[src/rtl/pipe_stage_buffer_pkg.sv]
// Shared types and default depths for the elastic buffers between pipeline stages.
// Also provides a pointer-width helper that stays legal for a single-entry buffer.
package pipe_stage_buffer_pkg;

  typedef struct packed {
    int unsigned width;
    int unsigned depth;
    logic        fall_through;
  } pipe_buf_cfg_t;

  localparam int unsigned IF_ID_BUF_DEPTH  = 2;
  localparam int unsigned ID_RR_BUF_DEPTH  = 2;
  localparam int unsigned RR_EXE_BUF_DEPTH = 2;
  localparam int unsigned EXE_WB_BUF_DEPTH = 1;

  localparam pipe_buf_cfg_t PIPE_BUF_DEFAULT_CFG = '{width: 64, depth: 2, fall_through: 1'b0};

  // A single-entry buffer still needs a 1-bit pointer so the port widths stay legal.
  function automatic int unsigned ptr_width(input int unsigned depth);
    return (depth > 1) ? $clog2(depth) : 1;
  endfunction

endpackage

[src/rtl/pipe_stage_buffer_sat_counter.sv]
// Saturating up-counter with synchronous clear; clear wins over increment.
// Reused by the buffer stall counter and the core perf counters.
module sat_counter #(
  parameter int unsigned W = 16
) (
  input  logic         clk_i,
  input  logic         rst_i,
  input  logic         inc_i,
  input  logic         clr_i,
  output logic [W-1:0] cnt_o
);

  logic [W-1:0] cnt_q, cnt_d;

  always_comb begin
    cnt_d = cnt_q;
    if (clr_i) begin
      cnt_d = '0;
    end else if (inc_i && (cnt_q != '1)) begin
      cnt_d = cnt_q + 1'b1;
    end
  end

  always_ff @(posedge clk_i) begin
    if (rst_i) begin
      cnt_q <= '0;
    end else begin
      cnt_q <= cnt_d;
    end
  end

  assign cnt_o = cnt_q;

endmodule

[src/rtl/pipe_stage_buffer.sv]
// DEPTH-entry valid/ready FIFO placed between two pipeline stages, with optional
// fall-through on empty, full flush and a saturating backpressure counter.
module pipe_stage_buffer
  import pipe_stage_buffer_pkg::*;
#(
  parameter int unsigned WIDTH        = 64,
  parameter int unsigned DEPTH        = 2,
  parameter bit          FALL_THROUGH = 1'b0,
  parameter int unsigned CNT_W        = 16
) (
  input  logic                       clk_i,
  input  logic                       rst_i,
  input  logic                       flush_i,
  input  logic                       valid_i,
  input  logic [WIDTH-1:0]           data_i,
  output logic                       ready_o,
  output logic                       valid_o,
  output logic [WIDTH-1:0]           data_o,
  input  logic                       ready_i,
  output logic [$clog2(DEPTH+1)-1:0] count_o,
  output logic                       empty_o,
  output logic                       full_o,
  output logic [CNT_W-1:0]           stall_cnt_o,
  input  logic                       stall_clr_i
);

  localparam int unsigned CW = $clog2(DEPTH + 1);
  localparam int unsigned PW = ptr_width(DEPTH);
  // A 1-entry buffer gets a never-written spare word so the 1-bit pointer indexes a 2-entry array.
  localparam int unsigned MEM_N = (DEPTH < 2) ? 2 : DEPTH;

  logic [WIDTH-1:0] mem_q [MEM_N];
  logic [WIDTH-1:0] mem_d [MEM_N];
  logic [PW-1:0]    rd_ptr_q, rd_ptr_d, wr_ptr_q, wr_ptr_d;
  logic [CW-1:0]    count_q, count_d;
  logic             empty, full, bypass, push, pop;

  function automatic logic [PW-1:0] next_ptr(input logic [PW-1:0] p);
    return (p == PW'(DEPTH - 1)) ? '0 : p + 1'b1;
  endfunction

  assign empty   = (count_q == '0);
  assign full    = (count_q == CW'(DEPTH));
  assign ready_o = !full;
  assign bypass  = FALL_THROUGH && empty && valid_i && ready_i && !flush_i;
  assign valid_o = FALL_THROUGH ? ((!empty || valid_i) && !flush_i) : (!empty && !flush_i);
  assign data_o  = (FALL_THROUGH && empty) ? data_i : mem_q[rd_ptr_q];
  assign push    = valid_i && ready_o && !flush_i && !bypass;
  assign pop     = valid_o && ready_i && !flush_i && !bypass;

  always_comb begin
    mem_d    = mem_q;
    rd_ptr_d = rd_ptr_q;
    wr_ptr_d = wr_ptr_q;
    count_d  = count_q;
    if (flush_i) begin
      rd_ptr_d = '0;
      wr_ptr_d = '0;
      count_d  = '0;
    end else begin
      if (push) begin
        mem_d[wr_ptr_q] = data_i;
        wr_ptr_d        = next_ptr(wr_ptr_q);
      end
      if (pop) begin
        rd_ptr_d = next_ptr(rd_ptr_q);
      end
      count_d = count_q + CW'(push) - CW'(pop);
    end
  end

  always_ff @(posedge clk_i) begin
    if (rst_i) begin
      rd_ptr_q <= '0;
      wr_ptr_q <= '0;
      count_q  <= '0;
    end else begin
      rd_ptr_q <= rd_ptr_d;
      wr_ptr_q <= wr_ptr_d;
      count_q  <= count_d;
    end
  end

  // Payload storage carries no reset; only occupancy decides what is visible.
  always_ff @(posedge clk_i) begin
    mem_q <= mem_d;
  end

  sat_counter #(.W(CNT_W)) u_stall_cnt (
    .clk_i (clk_i),
    .rst_i (rst_i),
    .inc_i (valid_i && !ready_o && !flush_i),
    .clr_i (stall_clr_i),
    .cnt_o (stall_cnt_o)
  );

  assign count_o = count_q;
  assign empty_o = empty;
  assign full_o  = full;

  a_no_push_full:  assert property (@(posedge clk_i) disable iff (rst_i) !(push && full));
  a_no_pop_empty:  assert property (@(posedge clk_i) disable iff (rst_i) !(pop && empty));
  a_count_bound:   assert property (@(posedge clk_i) disable iff (rst_i) count_q <= CW'(DEPTH));
  // Upstream must hold an unaccepted entry unchanged until it is taken.
  a_upstream_hold: assert property (@(posedge clk_i) disable iff (rst_i)
                     (valid_i && !flush_i && !push && !bypass) |=> (valid_i && $stable(data_i)));

endmodule

[config.mk]
export PLATFORM = sky130hd
export DESIGN_NAME = pipe_stage_buffer
export DESIGN_NICKNAME = d
export VERILOG_FILES = /design/src/rtl/pipe_stage_buffer_pkg.sv /design/src/rtl/pipe_stage_buffer_sat_counter.sv /design/src/rtl/pipe_stage_buffer.sv
export SDC_FILE = /design/constraint.sdc
export NUM_CORES = 1
export LEC_CHECK = 0
export CAP_MARGIN = 30
export CELL_PAD_IN_SITES_DETAIL_PLACEMENT = 2
export CELL_PAD_IN_SITES_GLOBAL_PLACEMENT = 2
export CORE_MARGIN = 3
export CORE_UTILIZATION = 36
export DETAILED_ROUTE_END_ITERATION = 8
export GPL_TIMING_DRIVEN = 0
export HOLD_SLACK_MARGIN = 0.02
export PLACE_DENSITY_LB_ADDON = 0.1
export SLEW_MARGIN = 10
export SYNTH_ARGS = -nofsm -noshare
export SYNTH_HDL_FRONTEND = slang
export SYNTH_SLANG_ARGS = --single-unit
export TNS_END_PERCENT = 1
[constraint.sdc]
create_clock -name clk_i -period 12.1 [get_ports clk_i]
set_input_delay 1.815 -clock clk_i [delete_from_list [all_inputs] [get_ports clk_i]]
set_output_delay 1.815 -clock clk_i [all_outputs]
set_load 0.01 [all_outputs]
==> results.py, run 1 <==
metrics = {
    "outcome": {
        "status": "finished, final reports clean",
    },
    "floorplanning": {
        "die_h_microns": 132,
        "start_util": 0.371,
        "ios": 156,
        "core_sq_um": 15400,
        "rows": 45,
        "die_area_sq_um": 17400,
        "fp.dieW_microns": 132,
    },
    "routing": {
        "first_iter_violations": 237,
        "ant_nets": 0,
        "wl_per_cell_microns": 19.7,
        "dr.pass1.iters": 4,
        "drt-total-wl_mm": 14.3,
        "vias": 3578,
        "via_per_inst": 4.92,
        "drc": 0,
    },
    "yosys": {
        "synth-edff-count": 128,
        "synthXorXnorAreaFrac": 0.00614,
        "synth_top_family_by_area": "multiplexers",
        "synthAdderAreaFrac": 0.00658,
        "syn_area_sq_um": 5710,
        "async_flop_share": 0,
        "synth_area_per_cell_sq_um": 17.4,
        "ys_seq_elements": 148,
        "muxShareOfSynthArea": 0.132,
        "synth_cell_types": 37,
        "yosys_warnings": 0,
        "synth_cells": 328,
        "ys.flop_type": "edfxtp_1",
        "synth_compound_area_frac": 0.0276,
        "yosys.area_share.simple": 0.0737,
        "synthesis.nets": 401,
        "synth-seq-area-share": 0.744,
    },
    "placement": {
        "dp.final_hpwl_mm": 10.2,
        "gp_congestion": 0.784,
        "io_buffers": 154,
        "dp.cells": 696,
        "pre_cts_slack_ns": 7.64,
    },
    "timing": {
        "fin_crit_ns": 4.52,
        "tightest_slew_ns": 0.738,
        "hold_viol": 0,
        "clock_skew_ns": 0.00704,
        "finalMaxSlewViolations": 0,
        "fin_ws_ns": 7.58,
        "maxSlewHeadroom": 0.503,
        "fin_setup_tns_ns": 0,
        "rsz0062_at_grt": "no",
        "max_freq_ghz": 0.221,
        "fin_crit_sh": 0.374,
        "finalSetupViolCount": 0,
    },
    "clock_tree": {
        "htreeDepth": 4,
        "clock_sinks": 148,
        "clock_latency_ns": 0.42,
        "cts.path.max_buffers": 2,
        "ctsResizeCount": 0,
        "hold_buffers": 0,
        "clk_pin_slew_ns": 0.06,
        "root_buffer": "clkbuf_16",
        "cts_tree": "yes",
        "numCtsBuffers": 17,
        "post_cts_buffers": 0,
    },
    "layout": {
        "n_antenna_cell": 0,
        "multiInputGateArea_sq_um": 1410,
        "nFillCells": 1407,
        "area_growth_pct": 42.9,
        "seq_area_sq_um": 4240,
        "stdcell_count": 727,
        "nets": 577,
        "drive_above_1_share": 0.200,
    },
    "grt": {
        "grt_use_total": 0.174,
        "grt-ovfl-total": 0,
        "grt_pass1_wl_mm": 23.2,
        "antenna_found_initial": 0,
        "grt_max_degree": 40,
        "grt_pass1_vias": 4039,
    },
    "power_and_ir_drop": {
        "powerDensity_nw_per_um2": 143,
        "ir_drop_mv": 0.105,
        "power_leakage_nw": 2.69,
    },
    "worst_setup_path": {
        "path_max_fanout": 10,
        "required_ns": 10.28,
        "crit_arrival_ns": 2.71,
        "crit_type": "reg2out",
        "startpoint_type": "flip-flop",
        "worstSetupEndpointType": "primary output",
    },
    "flow_run": {
        "drv_cap": 0,
    },
    "worst_hold_path": {
        "worst_hold_path_type": "reg2reg",
    },
}
metrics by stage:
stage | total power, mW | hold WS, ns | util | instance area [sq um]
global route | 1.21 | 0.567 | 0.530 | 8150
detailed placement | 0.665 | 0.519 | 0.493 | 7580
floorplan | 0.608 | 0.499 | - | 5710
global placement | 0.661 | 0.482 | 0.489 | 7510
finish | 1.17 | 0.521 | 0.530 | 8150
CTS | 1.19 | 0.530 | 0.530 | 8150
registers in the layout, indices dropped and copies added (netlist names):
register,count
mem_q,128
rd_ptr_q,1
wr_ptr_q,1
u_stall_cnt.cnt_o,16
count_o,2
cell usage in the layout (no fill, tap or decap), types with 2 or more instances in the layout:
cell             Yosys  final
nor3b_1              2      2
clkinv_4             0      2
nand2b_1             3      3
nand3_1              5      5
or2_2                2      2
nand2_1             11     11
nor3_1               7      7
xor2_1               2      2
and2_1               3      2
nor2_1               5      4
or3_1                3      3
o31ai_1              5      5
o21ai_0              6      6
or4_1                6      6
edfxtp_1           128    128
dfxtp_1             20     20
nor4_1               4      4
mux2i_1              3      3
buf_12               0      3
xnor2_1              2      2
and4_1               2      2
bufinv_16            0      3
a21oi_1             10     10
clkdlybuf4s50_1      0    154
and3_1               3      3
inv_1                3      3
nand4_1              5      5
ha_1                 3      3
mux2_2              64     64
clkbuf_16            0     17
clkinv_2             0      5
clkbuf_1            10     13
report_power, final:
group          internal (mW)  switching [mW]
sequential             0.569         0.00350
clock                  0.321           0.193
combinational         0.0494          0.0320
total                  0.939           0.229
worst max-delay path: stages (launching register included):
cell	delay, ns
dfxtp_1	0.32
clkbuf_1	0.49
clkbuf_1	0.58
mux2_2	0.42
clkdlybuf4s50_1	0.48
layer usage:
layer,vias to the layer above,global-route usage,share of wire
met1,1811,0.213,0.41
met3,16,0.0542,0.054
li1,1648,-,-
met4,0,0.0648,0.016
met5,-,0,0
met2,103,0.290,0.52
cell type report:
cell class	count	share of cell area
Sequential cell	148	0.520
Timing Repair Buffer	157	0.196
Multi-Input combinational cell	166	0.173
Clock buffer	20	0.0536
Tap cell	211	0.0324
Clock inverter	11	0.0167
Buffer	11	0.00598
Inverter	3	0.00138
path summary, 6_finish.rpt:
kind | slack [ns] | endpoint | start | cells after the start
max | 7.58 | data_o[28] | rd_ptr_q | 4
min | 0.52 | u_stall_cnt.cnt_o[15] | u_stall_cnt.cnt_o[15] | 2
max reg2reg | 9.71 | count_o[1] | count_o[0] | 10
min reg2reg | 0.52 | u_stall_cnt.cnt_o[15] | u_stall_cnt.cnt_o[15] | 2
synthesized netlist by cell type (4+ instances only):
library cell / count / area, sq um
edfxtp_1: 128 / 3840
mux2_2: 64 / 721
dfxtp_1: 20 / 400
nand2_1: 11 / 41.3
a21oi_1: 10 / 50.1
clkbuf_1: 10 / 37.5
nor3_1: 7 / 35.0
o21ai_0: 6 / 30.0
or4_1: 6 / 45.0
nand3_1: 5 / 25.0
nand4_1: 5 / 31.3
nor2_1: 5 / 18.8
o31ai_1: 5 / 37.5
nor4_1: 4 / 25.0
kinds of logic after synthesis:
kind of cell / after synthesis
multiplexers: 67
XOR/XNOR: 4
flip-flops: 148
buffers and inverters: 14
adder cells (fa/ha/maj): 3
AND/OR/NAND/NOR: 66
AO/OA/AOI/OAI: 26
(Power assumes the default switching activity.)
==> run 2: changes to the inputs <==
CORE_UTILIZATION = 34   (was 36)
clock period = 4.25 ns   (was 12.1 ns; I/O delays follow)
==> results.py, run 2 (synthesized netlist as in run 1, its figures left out) <==
metrics = {
    "outcome": {
        "status": "finished, final reports clean",
    },
    "clock_tree": {
        "ctsResizeCount": 0,
        "post_cts_buffers": 0,
        "clk_pin_slew_ns": 0.06,
        "cts_tree": "yes",
        "htreeDepth": 4,
        "clock_sinks": 148,
        "clock_latency_ns": 0.41,
        "numCtsBuffers": 17,
        "hold_buffers": 0,
        "cts.path.max_buffers": 2,
        "root_buffer": "clkbuf_16",
    },
    "layout": {
        "final_cell_mix": "clkdlybuf4s50_1, edfxtp_1, mux2_2",
        "final_common_cell": "clkdlybuf4s50_1",
        "nets": 577,
        "area_growth_pct": 43.6,
        "largest_reg_flops": 128,
        "drive_above_1_share": 0.203,
        "top_register": "mem_q",
        "design_area_sq_um": 8190,
        "final_core_util": 0.507,
    },
    "worst_setup_path": {
        "required_ns": 3.61,
        "crit_type": "reg2out",
        "startpoint_type": "flip-flop",
        "path_max_fanout": 10,
        "worstSetupEndpointType": "primary output",
        "crit_arrival_ns": 2.74,
    },
    "placement": {
        "gp_congestion": 0.745,
        "io_buffers": 154,
        "placed_area_sq_um": 7600,
        "dp.final_hpwl_mm": 10.6,
        "pre_cts_slack_ns": 1.04,
    },
    "timing": {
        "finalMaxSlewViolations": 0,
        "fin_crit_sh": 0.794,
        "finalSetupViolCount": 0,
        "clock_skew_ns": 0.0103,
        "fin_ws_ns": 0.875,
        "hold_viol": 0,
        "maxSlewHeadroom": 0.472,
        "max_freq_ghz": 0.296,
        "fin_crit_ns": 3.38,
        "rsz0062_at_grt": "no",
        "tightest_slew_ns": 0.790,
    },
    "routing": {
        "via_per_inst": 4.91,
        "first_iter_violations": 150,
        "wl_per_cell_microns": 20.8,
        "drt-total-wl_mm": 15.3,
        "vias": 3596,
        "dr.pass1.iters": 4,
        "drc": 0,
        "ant_nets": 0,
    },
    "floorplanning": {
        "fp.dieW_microns": 136,
        "ios": 156,
        "core_sq_um": 16200,
        "die_area_sq_um": 18400,
        "die_h_microns": 136,
        "start_util": 0.353,
        "rows": 46,
    },
    "power_and_ir_drop": {
        "powerDensity_nw_per_um2": 410,
        "power_leakage_nw": 2.69,
        "p_int_mw": 2.68,
        "switching_share": 0.203,
        "ir_drop_mv": 0.254,
        "power_frac_comb": 0.070,
        "seq_power_share": 0.484,
        "p_switching_uw": 684,
        "pwr-share-clk": 0.446,
    },
    "grt": {
        "grt_max_degree": 47,
        "grt-ovfl-total": 0,
        "antenna_found_initial": 1,
        "grt_use_total": 0.171,
        "grt_pass1_wl_mm": 23.7,
        "grt_pass1_vias": 4137,
    },
    "flow_run": {
        "drv_cap": 0,
    },
    "worst_hold_path": {
        "worst_hold_path_type": "in2reg",
    },
}
[run 2: changes by cell type in the layout (fill, tap and decap cells not counted), sizes merged]
cell / change
diode: +1
clkinv: -3
clkinvlp: +4
clkbuf: -2
inv: +1
[run 2: final cells by class]
class                           instances  area, sq um
Antenna cell                            1         2.50
Buffer                                 11         48.8
Clock buffer                           18          429
Clock inverter                         13          160
Fill cell                            1475         7980
Inverter                                3         11.3
Multi-Input combinational cell        166         1410
Sequential cell                       148         4240
Tap cell                              216          270
Timing Repair Buffer                  157         1620
[run 2: per-stage QoR]
step	TNS, ns	cells	power, mW	hold slack (ns)
after floorplan	0	328	1.73	0.499
after global placement	-56.32	698	1.88	0.516
after detailed placement	0	701	1.90	0.530
after CTS	0	732	3.41	0.410
after global routing	0	733	3.49	0.427
final	0	733	3.36	0.435
[run 2: power by group through the flow]
| stage | Clock, mW | Combinational (mW) | Sequential (mW) |
|---|---|---|---|
| after global placement | 0 | 0.220 | 1.66 |
| after floorplan | 0 | 0.0735 | 1.66 |
| final | 1.50 | 0.234 | 1.63 |
| after CTS | 1.54 | 0.240 | 1.63 |
| after global routing | 1.60 | 0.251 | 1.63 |
| after detailed placement | 0 | 0.237 | 1.66 |
[run 2: metal layers]
metal	global-route usage	wire length (microns)	vias to the layer above
met1	0.203	6300	1824
met2	0.302	8030	107
met5	0	0	-
met4	0.0465	176	0
met3	0.0505	756	15
li1	-	-	1650
[run 2: worst max-delay path, cell delays in order (launching register included)]
cell and delay [ns]:
dfxtp_1 0.33, clkbuf_1 0.53, clkbuf_1 0.55, mux2_2 0.40
clkdlybuf4s50_1 0.51
[run 2: path summary, 6_finish.rpt]
path,start,to,slack [ns],cells after the start
setup / recovery,rd_ptr_q,data_o[40],0.87,4
hold / removal,flush_i,wr_ptr_q,0.44,2
setup reg to reg,count_o[0],mem_q[112],1.52,7
hold reg to reg,u_stall_cnt.cnt_o[15],u_stall_cnt.cnt_o[15],0.55,2
==> run 3: changes to the inputs <==
clock period = 3.5 ns   (was 4.25 ns; I/O delays follow)
==> results of run 3 <==
Same layout as run 2 (identical final DEF). Status: finished, final reports clean.
Among the figures that moved: setup slack after placement 1.04 ns -> 0.399 ns; setup slack after layout 0.875 ns -> 0.237 ns; hold slack 0.435 ns -> 0.323 ns; register-to-register setup slack 1.52 ns -> 0.77 ns; total power 3.36 mW -> 4.08 mW; worst IR drop on VDD 0.254 mV -> 0.309 mV
